===== src/rtl/blink_meter_pkg.sv =====
// Shared types and defaults for the blink period meter: FSM states, default widths,
// and the saturating counter step used by the period counter.
package blink_meter_pkg;

  typedef enum logic {
    StIdle,
    StMeasure
  } state_e;

  localparam int unsigned CntWDefault    = 16;
  localparam int unsigned TimeoutDefault = 1024;

  // Caller widens its operands to 32 bits; max_val is the all-ones value of its width.
  function automatic logic [31:0] sat_inc(input logic [31:0] val, input logic [31:0] max_val);
    return (val >= max_val) ? val : val + 32'd1;
  endfunction

endpackage


===== src/rtl/blink_period_meter_if.sv =====
// Valid/ready stream carrying measured blink periods from the meter to its consumer.
interface blink_period_meter_if
  import blink_meter_pkg::*;
#(
  parameter int unsigned CNT_W = CntWDefault
) ();

  logic             period_valid;
  logic             period_ready;
  logic [CNT_W-1:0] period_data;

  modport master (output period_valid, output period_data, input period_ready);
  modport slave  (input period_valid, input period_data, output period_ready);

endinterface


===== src/rtl/period_hold_reg.sv =====
// One-entry valid/ready holding register. A new sample loads when the slot is empty or
// drains in the same cycle; otherwise it is dropped and drop_o pulses.
module period_hold_reg #(
  parameter int unsigned Width = 16
) (
  input  logic             clk,
  input  logic             rst,
  input  logic             in_valid_i,
  input  logic [Width-1:0] in_data_i,
  input  logic             out_ready_i,
  output logic             out_valid_o,
  output logic [Width-1:0] out_data_o,
  output logic             drop_o
);

  logic             valid_q, valid_d;
  logic [Width-1:0] data_q, data_d;
  logic             load;

  always_comb begin
    load    = in_valid_i & (~valid_q | out_ready_i);
    drop_o  = in_valid_i & ~load;
    valid_d = valid_q;
    data_d  = data_q;
    if (load) begin
      valid_d = 1'b1;
      data_d  = in_data_i;
    end else if (valid_q && out_ready_i) begin
      valid_d = 1'b0;
    end
  end

  always_ff @(posedge clk) begin
    if (rst) begin
      valid_q <= 1'b0;
      data_q  <= '0;
    end else begin
      valid_q <= valid_d;
      data_q  <= data_d;
    end
  end

  assign out_valid_o = valid_q;
  assign out_data_o  = data_q;

endmodule


===== src/rtl/blink_period_meter.sv =====
// Measures cycles between rising edges of blink_in, streams each period out, keeps
// min/max/edge-count statistics and flags a stalled blinker after TIMEOUT idle cycles.
module blink_period_meter
  import blink_meter_pkg::*;
#(
  parameter int unsigned CNT_W   = CntWDefault,
  parameter int unsigned TIMEOUT = TimeoutDefault
) (
  input  logic                     clk,
  input  logic                     rst,
  input  logic                     blink_in,
  input  logic                     clear_in,
  blink_period_meter_if.master     period_if,
  output logic [CNT_W-1:0]         min_period,
  output logic [CNT_W-1:0]         max_period,
  output logic [CNT_W-1:0]         edge_count,
  output logic                     stalled,
  output logic                     overrun
);

  localparam logic [CNT_W-1:0] CntMax     = '1;
  localparam logic [CNT_W-1:0] TimeoutCnt = CNT_W'(TIMEOUT - 1);

  logic             blink_q, blink_d;
  logic [CNT_W-1:0] cnt_q, cnt_d;
  state_e           state_q, state_d;
  logic [CNT_W-1:0] min_q, min_d, max_q, max_d, edge_q, edge_d;
  logic             stalled_q, stalled_d, overrun_q, overrun_d;
  logic             rise, edge_inc, sample_valid, drop;

  always_comb begin
    blink_d      = blink_in;
    rise         = blink_in & ~blink_q;
    cnt_d        = rise ? CNT_W'(1) : CNT_W'(sat_inc(32'(cnt_q), 32'(CntMax)));
    state_d      = state_q;
    stalled_d    = stalled_q;
    sample_valid = 1'b0;
    edge_inc     = 1'b0;
    unique case (state_q)
      StIdle: begin
        if (rise) begin
          state_d   = StMeasure;
          stalled_d = 1'b0;
          edge_inc  = 1'b1;
        end
      end
      StMeasure: begin
        if (rise) begin
          sample_valid = 1'b1;
          edge_inc     = 1'b1;
        end else if (cnt_q == TimeoutCnt) begin
          stalled_d = 1'b1;
          state_d   = StIdle;
        end
      end
    endcase
  end

  // Clear applies before any coincident sample so that sample seeds the new stats.
  always_comb begin
    min_d     = clear_in ? CntMax : min_q;
    max_d     = clear_in ? '0 : max_q;
    edge_d    = (clear_in ? '0 : edge_q) + CNT_W'(edge_inc);
    overrun_d = (clear_in ? 1'b0 : overrun_q) | drop;
    if (sample_valid) begin
      if (cnt_q < min_d) min_d = cnt_q;
      if (cnt_q > max_d) max_d = cnt_q;
    end
  end

  always_ff @(posedge clk) begin
    // Track blink_in even in reset so a level held high across reset is not a rise.
    blink_q <= blink_d;
    if (rst) begin
      cnt_q     <= '0;
      state_q   <= StIdle;
      min_q     <= CntMax;
      max_q     <= '0;
      edge_q    <= '0;
      stalled_q <= 1'b0;
      overrun_q <= 1'b0;
    end else begin
      cnt_q     <= cnt_d;
      state_q   <= state_d;
      min_q     <= min_d;
      max_q     <= max_d;
      edge_q    <= edge_d;
      stalled_q <= stalled_d;
      overrun_q <= overrun_d;
    end
  end

  period_hold_reg #(
    .Width(CNT_W)
  ) u_hold (
    .clk        (clk),
    .rst        (rst),
    .in_valid_i (sample_valid),
    .in_data_i  (cnt_q),
    .out_ready_i(period_if.period_ready),
    .out_valid_o(period_if.period_valid),
    .out_data_o (period_if.period_data),
    .drop_o     (drop)
  );

  assign min_period = min_q;
  assign max_period = max_q;
  assign edge_count = edge_q;
  assign stalled    = stalled_q;
  assign overrun    = overrun_q;

endmodule


===== src/flat_wrapper.sv =====
// flat-port wrapper written by rule: the top's interface ports become plain ports
module blink_period_meter_flat import blink_meter_pkg::*;
#(
  parameter int unsigned CNT_W   = CntWDefault,
  parameter int unsigned TIMEOUT = TimeoutDefault
)
  (clk, rst, blink_in, clear_in, min_period, max_period, edge_count, stalled, overrun, period_if_period_valid, period_if_period_data, period_if_period_ready);
  blink_period_meter_if #(.CNT_W(CNT_W)) period_if_i ();
  input  logic clk;
  input  logic rst;
  input  logic blink_in;
  input  logic clear_in;
  output logic [CNT_W-1:0] min_period;
  output logic [CNT_W-1:0] max_period;
  output logic [CNT_W-1:0] edge_count;
  output logic stalled;
  output logic overrun;
  output wire logic [$bits(period_if_i.period_valid)-1:0] period_if_period_valid;
  output wire logic [$bits(period_if_i.period_data)-1:0] period_if_period_data;
  input wire logic [$bits(period_if_i.period_ready)-1:0] period_if_period_ready;
  assign period_if_period_valid = period_if_i.period_valid;
  assign period_if_period_data = period_if_i.period_data;
  assign period_if_i.period_ready = period_if_period_ready;
  blink_period_meter #(.CNT_W(CNT_W), .TIMEOUT(TIMEOUT)) u_core (.clk(clk), .rst(rst), .blink_in(blink_in), .clear_in(clear_in), .period_if(period_if_i), .min_period(min_period), .max_period(max_period), .edge_count(edge_count), .stalled(stalled), .overrun(overrun));
endmodule

===== config.mk =====
export PLATFORM = sky130hd
export DESIGN_NAME = blink_period_meter_flat
export DESIGN_NICKNAME = d
export VERILOG_FILES = /design/src/rtl/blink_meter_pkg.sv /design/src/rtl/blink_period_meter_if.sv /design/src/rtl/period_hold_reg.sv /design/src/rtl/blink_period_meter.sv /design/src/flat_wrapper.sv
export SDC_FILE = /design/constraint.sdc
export NUM_CORES = 1
export LEC_CHECK = 0
export CAP_MARGIN = 20
export CORE_MARGIN = 2
export CORE_UTILIZATION = 25
export DETAILED_ROUTE_END_ITERATION = 12
export GPL_TIMING_DRIVEN = 0
export SLEW_MARGIN = 20
export SYNTH_ARGS = -nofsm -noshare
export SYNTH_HDL_FRONTEND = slang
export SYNTH_SLANG_ARGS = --single-unit
export TNS_END_PERCENT = 5

===== constraint.sdc =====
create_clock -name clk -period 7.6 [get_ports clk]
set_input_delay 1.14 -clock clk [delete_from_list [all_inputs] [get_ports clk]]
set_output_delay 1.14 -clock clk [all_outputs]
set_load 0.005 [all_outputs]

# [Yosys cells after proc, flatten, opt, wreduce, memory -nomap -nowiden]
# Index checks and enable logic that the tools add are counted.
[totals] out_inout_bits=67 inputBits=5 elab_cells=55 regBits=85
[op_classes] muxes=21 n_eq_ne=5 magnitude_cmp=3 n_addsub=2 reduce_logical=4 bitwise=9
[op_table] op="$mux 16" count=7
[op_table] op="$add 16x1->16" count=1
[op_table] op="$add 16x1->16 const B" count=1
[op_table] op="$eq 16x10->1 const B" count=1
[op_table] op="$ge 16x16->1 const B" count=1
[op_table] op="$gt 16x16->1" count=1
[op_table] op="$lt 16x16->1" count=1
[op_table] op="$mux 1" count=12
[op_table] op="$ne 2x1->1 const B" count=2
[op_table] op="$ne 2x2->1 const B" count=2
[op_table] op="$not 1->1" count=4
[op_table] op="$pmux 1 s2" count=2
[op_table] op="$and 1x1->1" count=3
[op_table] op="$reduce_and 3->1" count=1
[op_table] op="$or 1x1->1" count=2
[op_table] op="$reduce_bool 2->1" count=1
[op_table] op="$reduce_or 2->1" count=1
[op_table] op="$logic_and 1x1->1" count=1

# [Depth between registers and ports, before layout]
# Gate-level depths: netlist of run 1.
[depth] depth_word=8 mapped_depth=10 mapped_depth_nobuf=9

# [Modules after synthesis]
# A second synthesis of run 1 with hierarchy kept.
[hier_totals] cells_unflattened=500 area_unflattened_um2=4571.9
[modules_own_cells] module="blink_period_meter" n_inst=1 cells_each=425 area_each_um2=3791.1 seq_area_each_um2=1361.3
[modules_own_cells] module="period_hold_reg" n_inst=1 cells_each=75 area_each_um2=780.7 seq_area_each_um2=340.3

# [Worst setup path before layout of run 1]
# Ideal clock, no wire load.
[synth_path] path_kind="input-to-reg" startpoint="in clear_in" endpoint="reg u_core.min_q[10], in the netlist u_core.min_period[10]" stages=10 arrival_ns=3.284 required_ns=7.528 setup_time_ns=0.072 path_buffers=3 setup_slack_ns=4.244 path_cell_list="clkbuf_1 -> buf_1 -> nor2_1 -> ha_1 -> a21oi_1 -> a2bb2oi_1 -> o211ai_1 -> a211oi_4 -> buf_6 -> mux2i_1"
[synth_between] elab_chain_cells=4
[synth_rtl] element="start: declaration" line="flat_wrapper.sv:12" source="input logic clear_in;"
[synth_rtl] element="$mux 16 (*)" line="blink_period_meter.sv:61" source="min_d = clear_in ? CntMax : min_q;"
[synth_rtl] element="$lt 16x16->1" line="blink_period_meter.sv:66" source="if (cnt_q < min_d) min_d = cnt_q;"
[synth_rtl] element="$mux 16" line="blink_period_meter.sv:66"
[synth_rtl] element="$mux 16 (*)" line="blink_period_meter.sv:65" source="if (sample_valid) begin"
[synth_rtl] element="end signal: assignment" line="blink_period_meter.sv:77" source="min_q <= CntMax;"
[synth_rtl] element="end signal: assignment" line="blink_period_meter.sv:85" source="min_q <= min_d;"
[synth_rtl] element="end: declaration" line="blink_period_meter.sv:27" source="logic [CNT_W-1:0] min_q, min_d, max_q, max_d, edge_q, edge_d;"
# Every way passes the cells marked *; elsewhere a longest branch is shown, timed or not.
# A chain may end at the register's enable or synchronous reset.

# [Worst setup path after layout of run 1]
[layout_path] startpoint="in clear_in" endpoint="reg u_core.min_q[15], in the netlist u_core.min_period[15]"
# The elaborated chain is that of the path after synthesis.

==> flow_metrics.tcl, run 1 <==
set metrics [dict create \
    ctsResizeCount 0 \
    grt_setup_unrepaired "no" \
    p_leak_nw 2.005 \
    ys_async_sr_fraction_pct 0 \
    synthesis.area_um2 4254 \
    hold_violations 0 \
    cts_made_buffers 9 \
    clock-sinks 85 \
    root_buffer "clkbuf_16" \
    timing.rr.end "u_core.max_period[15]" \
    drc 0 \
    ant_nets 0 \
    vias_per_cell 4.706 \
    hold_ws_ps 455.2 \
    grt_pass1_vias 3639 \
    fill_cells 1736 \
    ys_ff_latch 85 \
    cp.arrival_ps 4460 \
    rows 47 \
    die_x_um 134.4 \
    path_max_fanout 10 \
    status "finished clean" \
    coreArea_um2 16580 \
    cts_tree "done" \
    area_growth_pct 30.41 \
    fmax_ghz 0.2393 \
    detail_route.first_pass.iterations 5 \
    overflow 0 \
    wirelength_um 12180 \
    final-instance-count-excl-fill 806 \
    die_h_um 134.4 \
    reg2reg_slack_ps 5010 \
    hold_end "u_core.u_hold.out_data_o[0]" \
    slew_headroom_pct 51.91 \
    synth_fa_ha_area_share_pct 10.00 \
    synth-xor-area-share_pct 4.324 \
    synth.top_cells.by_area "dfxtp_1, ha_1, nand2_1, nor2_1, a21oi_1" \
    vdd_drop_max_uv 98.42 \
    clk_latency_ps 350 \
    cp-start-kind "input pin" \
    maxCapViolCount 0 \
    slew_viol_final 0 \
    dr_total_vias 3793 \
    synthTopCellsByCount "dfxtp_1, nand2_1, nor2_1" \
    clkTransAtPathRegs_ps 70 \
    synthMuxAreaShare_pct 4.235 \
    critPathCaptureType "flop" \
    skew_ps 11.77 \
    finalCritPeriodShare_pct 54.98 \
    crit_type "in -> reg" \
    setup_violations 0 \
    hold_start "u_core.u_hold.out_data_o[0]" \
    required_ps 7880 \
    ys.flop_type "dfxtp_1" \
    antenna_found_initial 0 \
    grt_pass1_wl_um 19670 \
    floorplan.die_area_um2 18080 \
    ys_types 50 \
    max_slew.worst_pin.slew_ps 713.5 \
    synth_top_family_by_area "simple AND/OR/NAND/NOR gates" \
    r2r-start "u_core.cnt_q[5]" \
    dp_cells 790 \
    rr_worst_depth 7 \
    whs_path_depth 2 \
    ios 72 \
    yosysTopAreaCell "dfxtp_1" \
    cts_setup_buffers 0 \
    seq_area_frac_synth_pct 40.00 \
    place_hpwl_um 8879 \
    finalSetupTns_ps 0 \
    hold_class "reg -> reg" \
    grt.total_usage_pct 13.94 \
    antenna_cells 0 \
    synth_area_per_cell_um2 8.525 \
    cts-htree-levels 3 \
    synthSimpleGateAreaFrac_pct 24.03 \
    ys.warnings.count 0 \
    synthesis.instances 499 \
    synth.most_common_cell "dfxtp_1" \
    pwr_density_cell_nw_per_um2 173.8 \
    drtIter0Drc 243 \
    grt_max_degree 16 \
    layout.nets 620 \
    synth-edff-count 0 \
    numPortBuffers 71 \
    floorplan.initialDensity_pct 25.65 \
    fin_crit_ps 4178 \
    holdBufCountCts 0 \
    wl_per_cell_um 15.12 \
    clk_path_buf_depth 2 \
    gp_congestion 0.8473 \
    drive_gt1_share_pct 5.973 \
    netlist.area_leader.share_pct 40.00 \
    synth_nets 538 \
    synth-compound-area-share_pct 13.74 \
]
==> cell type report <==
cell class                 instances  area [µm²]  area share, %
inverter                           4       15.01         0.2706
clock inverter                     6       68.82          1.240
multi-input combinational        378        2396          43.19
tap                              220       275.3          4.962
timing repair buffer              71       710.7          12.81
sequential                        85        1702          30.67
clock buffer                      10       239.0          4.308
buffer                            32       141.4          2.548
==> power breakdown <==
group / internal [W] / switching [W] / total [W]
Sequential: 0.000450 / 0.00000512 / 0.000455
Combinational: 0.0000201 / 0.0000342 / 0.0000544
Clock: 0.000266 / 0.000189 / 0.000455
Total: 0.000736 / 0.000229 / 0.000964
==> placed cells by master, fill, tap and decap left out, types with 2 or more instances in the layout <==
| cell type | Yosys | final |
|---|---|---|
| dfxtp_1 | 85 | 85 |
| clkdlybuf4s50_1 | 0 | 71 |
| nand2_1 | 69 | 69 |
| nor2_1 | 66 | 66 |
| a21oi_1 | 38 | 38 |
| ha_1 | 34 | 34 |
| nor3_1 | 25 | 25 |
| clkbuf_1 | 20 | 20 |
| mux2i_1 | 18 | 18 |
| a32o_1 | 15 | 15 |
| o21ai_0 | 13 | 13 |
| nor2b_1 | 12 | 12 |
| xnor2_1 | 11 | 11 |
| xor2_1 | 10 | 10 |
| nand3_1 | 9 | 9 |
| clkbuf_16 | 0 | 9 |
| buf_2 | 7 | 7 |
| nand4_1 | 7 | 7 |
| and3_1 | 6 | 6 |
| or3_1 | 5 | 5 |
| nand2b_1 | 4 | 4 |
| nor4_1 | 4 | 4 |
| inv_1 | 3 | 3 |
| or2_2 | 3 | 3 |
| buf_1 | 2 | 2 |
| o21a_1 | 2 | 2 |
| o211ai_1 | 2 | 2 |
| o21bai_1 | 2 | 2 |
| o311ai_0 | 2 | 2 |
| a31oi_1 | 2 | 2 |
| and2_1 | 2 | 2 |
| inv_6 | 0 | 2 |
==> routing by layer <==
layer | GRT usage [%] | vias to the layer above | share of wire, %
met5 | 0 | - | 0
met4 | 3.333 | 0 | 0.90
met3 | 4.006 | 8 | 6.7
met2 | 21.34 | 96 | 45
met1 | 19.32 | 1773 | 48
li1 | - | 1916 | -
==> state kept, by name (all words and copies together), names as in the netlist <==
| register | flops |
|---|---|
| u_core.max_period | 16 |
| u_core.cnt_q | 16 |
| u_core.overrun | 1 |
| u_core.min_period | 16 |
| u_core.blink_q | 1 |
| u_core.state_q | 1 |
| u_core.u_hold.out_valid_o | 1 |
| u_core.edge_count | 16 |
| u_core.stalled | 1 |
| u_core.u_hold.out_data_o | 16 |
==> how the worst max path moves through the flow <==
stage,cells after the start,start,end
after floorplan,10,clear_in,u_core.min_period[10]
after global placement,11,clear_in,u_core.min_period[6]
after detailed placement,11,clear_in,u_core.min_period[8]
after CTS,11,clear_in,u_core.min_period[14]
after global routing,11,clear_in,u_core.min_period[15]
final,11,clear_in,u_core.min_period[15]
==> worst max-delay path: stages <==
cell             delay (ps)
clkdlybuf4s50_1         600
clkbuf_1                430
buf_1                   450
nor2_1                  110
ha_1                    300
a21oi_1                 130
a2bb2oi_1               170
o211ai_1                160
a211oi_4                500
buf_6                   260
mux2i_1                 200
==> kinds of logic (layout without fill, tap and decap cells) <==
logic type	after synthesis	after routing
mux	18	18
compound gates	85	85
buf+inv	36	123
flops	85	85
xor+xnor	21	21
fa+ha+maj	34	34
simple gates	220	220
==> per-stage QoR <==
step                total power (W)  setup WS [ps]  util [%]  instance area, µm²
global route              0.0009968           3163     33.45                5548
global placement          0.0005192           3040     31.60                5240
detailed placement        0.0005195           3044     31.60                5240
CTS                       0.0009735           3408     33.45                5548
finish                    0.0009644           3422     33.45                5548
floorplan                 0.0004965           4244         -                4254
Note: power is estimated with default switching activity, not from simulation.
==> run 2: changes to the inputs <==
Clock period 7.6 ns to 3.8 ns, I/O delays scaled along.
==> run 2 against run 1 <==
Total power is 100% higher. Via count is 0.29% higher. Clock power is 100% higher.
==> flow_metrics.tcl, run 2 (same netlist as run 1, synthesis figures left out) <==
set metrics [dict create \
    status "finished clean" \
    setup_violations 0 \
    vias_per_cell 4.720 \
    ant_nets 0 \
    wirelength_um 12230 \
    mostFrequentLayoutCells "dfxtp_1, clkdlybuf4s50_1, nand2_1" \
    critical-path-max-stage-delay_ps 700 \
    grt_pass1_vias 3639 \
    drc 0 \
    maxCapViolCount 0 \
    floorplan.initialDensity_pct 25.65 \
    crit_type "in -> reg" \
    fill_cells 1735 \
    crit_chain "clkdlybuf4s50_1 -> clkinv_1 -> clkbuf_1 -> nand2_1 -> ha_1 -> a21oi_1 -> o21ai_0 -> o2bb2ai_1 -> o41ai_2 -> buf_4 -> a32o_1" \
    ios 72 \
    fmax_ghz 0.2866 \
    cp-start-kind "input pin" \
    numPortBuffers 71 \
    wl_per_cell_um 15.17 \
    skew_ps 11.17 \
    pwr_density_cell_nw_per_um2 347.6 \
    floorplan.die_area_um2 18080 \
    drive_gt1_share_pct 6.314 \
    dr_total_vias 3804 \
    detail_route.first_pass.iterations 5 \
    slew_headroom_pct 51.89 \
    hold_class "reg -> reg" \
    path_max_fanout 10 \
    cp.arrival_ps 3770 \
    critPathSlowestCell "o41ai_2" \
    clk_latency_ps 350 \
    required_ps 4080 \
    rows 47 \
    crit_buf_inv 4 \
    layout.nets 620 \
    p_leak_nw 2.011 \
    coreArea_um2 16580 \
    hold_violations 0 \
    critPathCaptureType "flop" \
    post-route-util_pct 33.47 \
    fin_crit_ps 3490 \
    grt_max_degree 16 \
    finalCritPeriodShare_pct 91.83 \
    vdd_drop_max_uv 196.6 \
    clock-sinks 85 \
    grt_setup_unrepaired "no" \
    cts-htree-levels 3 \
    antenna_found_initial 0 \
    grt_pass1_wl_um 19670 \
    cts_made_buffers 9 \
    overflow 0 \
    die_h_um 134.4 \
    clk_path_buf_depth 2 \
    antenna_cells 0 \
    grt.total_usage_pct 13.94 \
    cts_tree "done" \
    mostFrequentLayoutCell "dfxtp_1" \
    drtIter0Drc 250 \
    max_slew.worst_pin.slew_ps 713.8 \
    slew_viol_final 0 \
    clkTransAtPathRegs_ps 60 \
    p_total_w 0.001929 \
    place_hpwl_um 8879 \
    holdBufCountCts 0 \
    place_area_um2 5240 \
    die_x_um 134.4 \
    root_buffer "clkbuf_16" \
    area_growth_pct 30.47 \
    hold_ws_ps 455.2 \
    gp_congestion 0.8473 \
    final_cell_area_um2 5550 \
    critical_path.top_delay_family "buffers and inverters" \
]
## run 2: timing repair
action / CTS / global route
gates resized for setup: 0 / 3
setup endpoints to repair: 0 / 10
setup buffers: 0 / 0
## run 2: where the power goes
part | switching [W] | total [W] | leakage, nW | internal [W]
clock network | 0.000379 | 0.000911 | 0.149 | 0.000532
logic | 0.0000683 | 0.000109 | 1.17 | 0.0000405
registers | 0.0000103 | 0.000910 | 0.687 | 0.000900
total | 0.000458 | 0.00193 | 2.01 | 0.00147
## run 2: area by class of cell
type                    count  area (µm²)  area share (%)
plain buffers              32       143.9           2.592
clock inverters             6       68.82           1.240
repair buffers             71       710.7           12.80
clock buffers              10       239.0           4.306
well taps                 220       275.3           4.959
multi-input cells         378        2396           43.17
flip-flops and latches     85        1702           30.66
inverters                   4       15.01          0.2705
## run 2: stage by stage
stage          setup slack (ps)  setup TNS [ps]  cells
3_3_place_gp             -190.3           -1793    790
2_1_floorplan              1014               0    499
5_1_grt                   69.57               0    806
4_1_cts                   178.1               0    806
6_report                  310.3               0    806
3_5_place_dp             -185.8           -1923    790
## run 2: path summary, 6_finish.rpt
kind,from,to,slack [ps],cells past startpoint
setup / recovery,clear_in,u_core.max_period[15],310,11
hold / removal,u_core.u_hold.out_data_o[0],u_core.u_hold.out_data_o[0],460,2
setup reg to reg,u_core.cnt_q[9],u_core.max_period[15],1220,7
hold reg to reg,u_core.u_hold.out_data_o[0],u_core.u_hold.out_data_o[0],460,2
## run 2: metal layers
layer	wire length [µm]	vias up	track usage, %
met1	5843	1784	19.32
met2	5486	95	21.34
met5	0	-	0
met3	781	9	4.006
li1	-	1916	-
met4	114	0	3.333
## run 2: worst min-delay path, cell delays in order, from the launching register on
cell and delay, ps:
dfxtp_1 310, nand2_1 50, a21oi_1 50
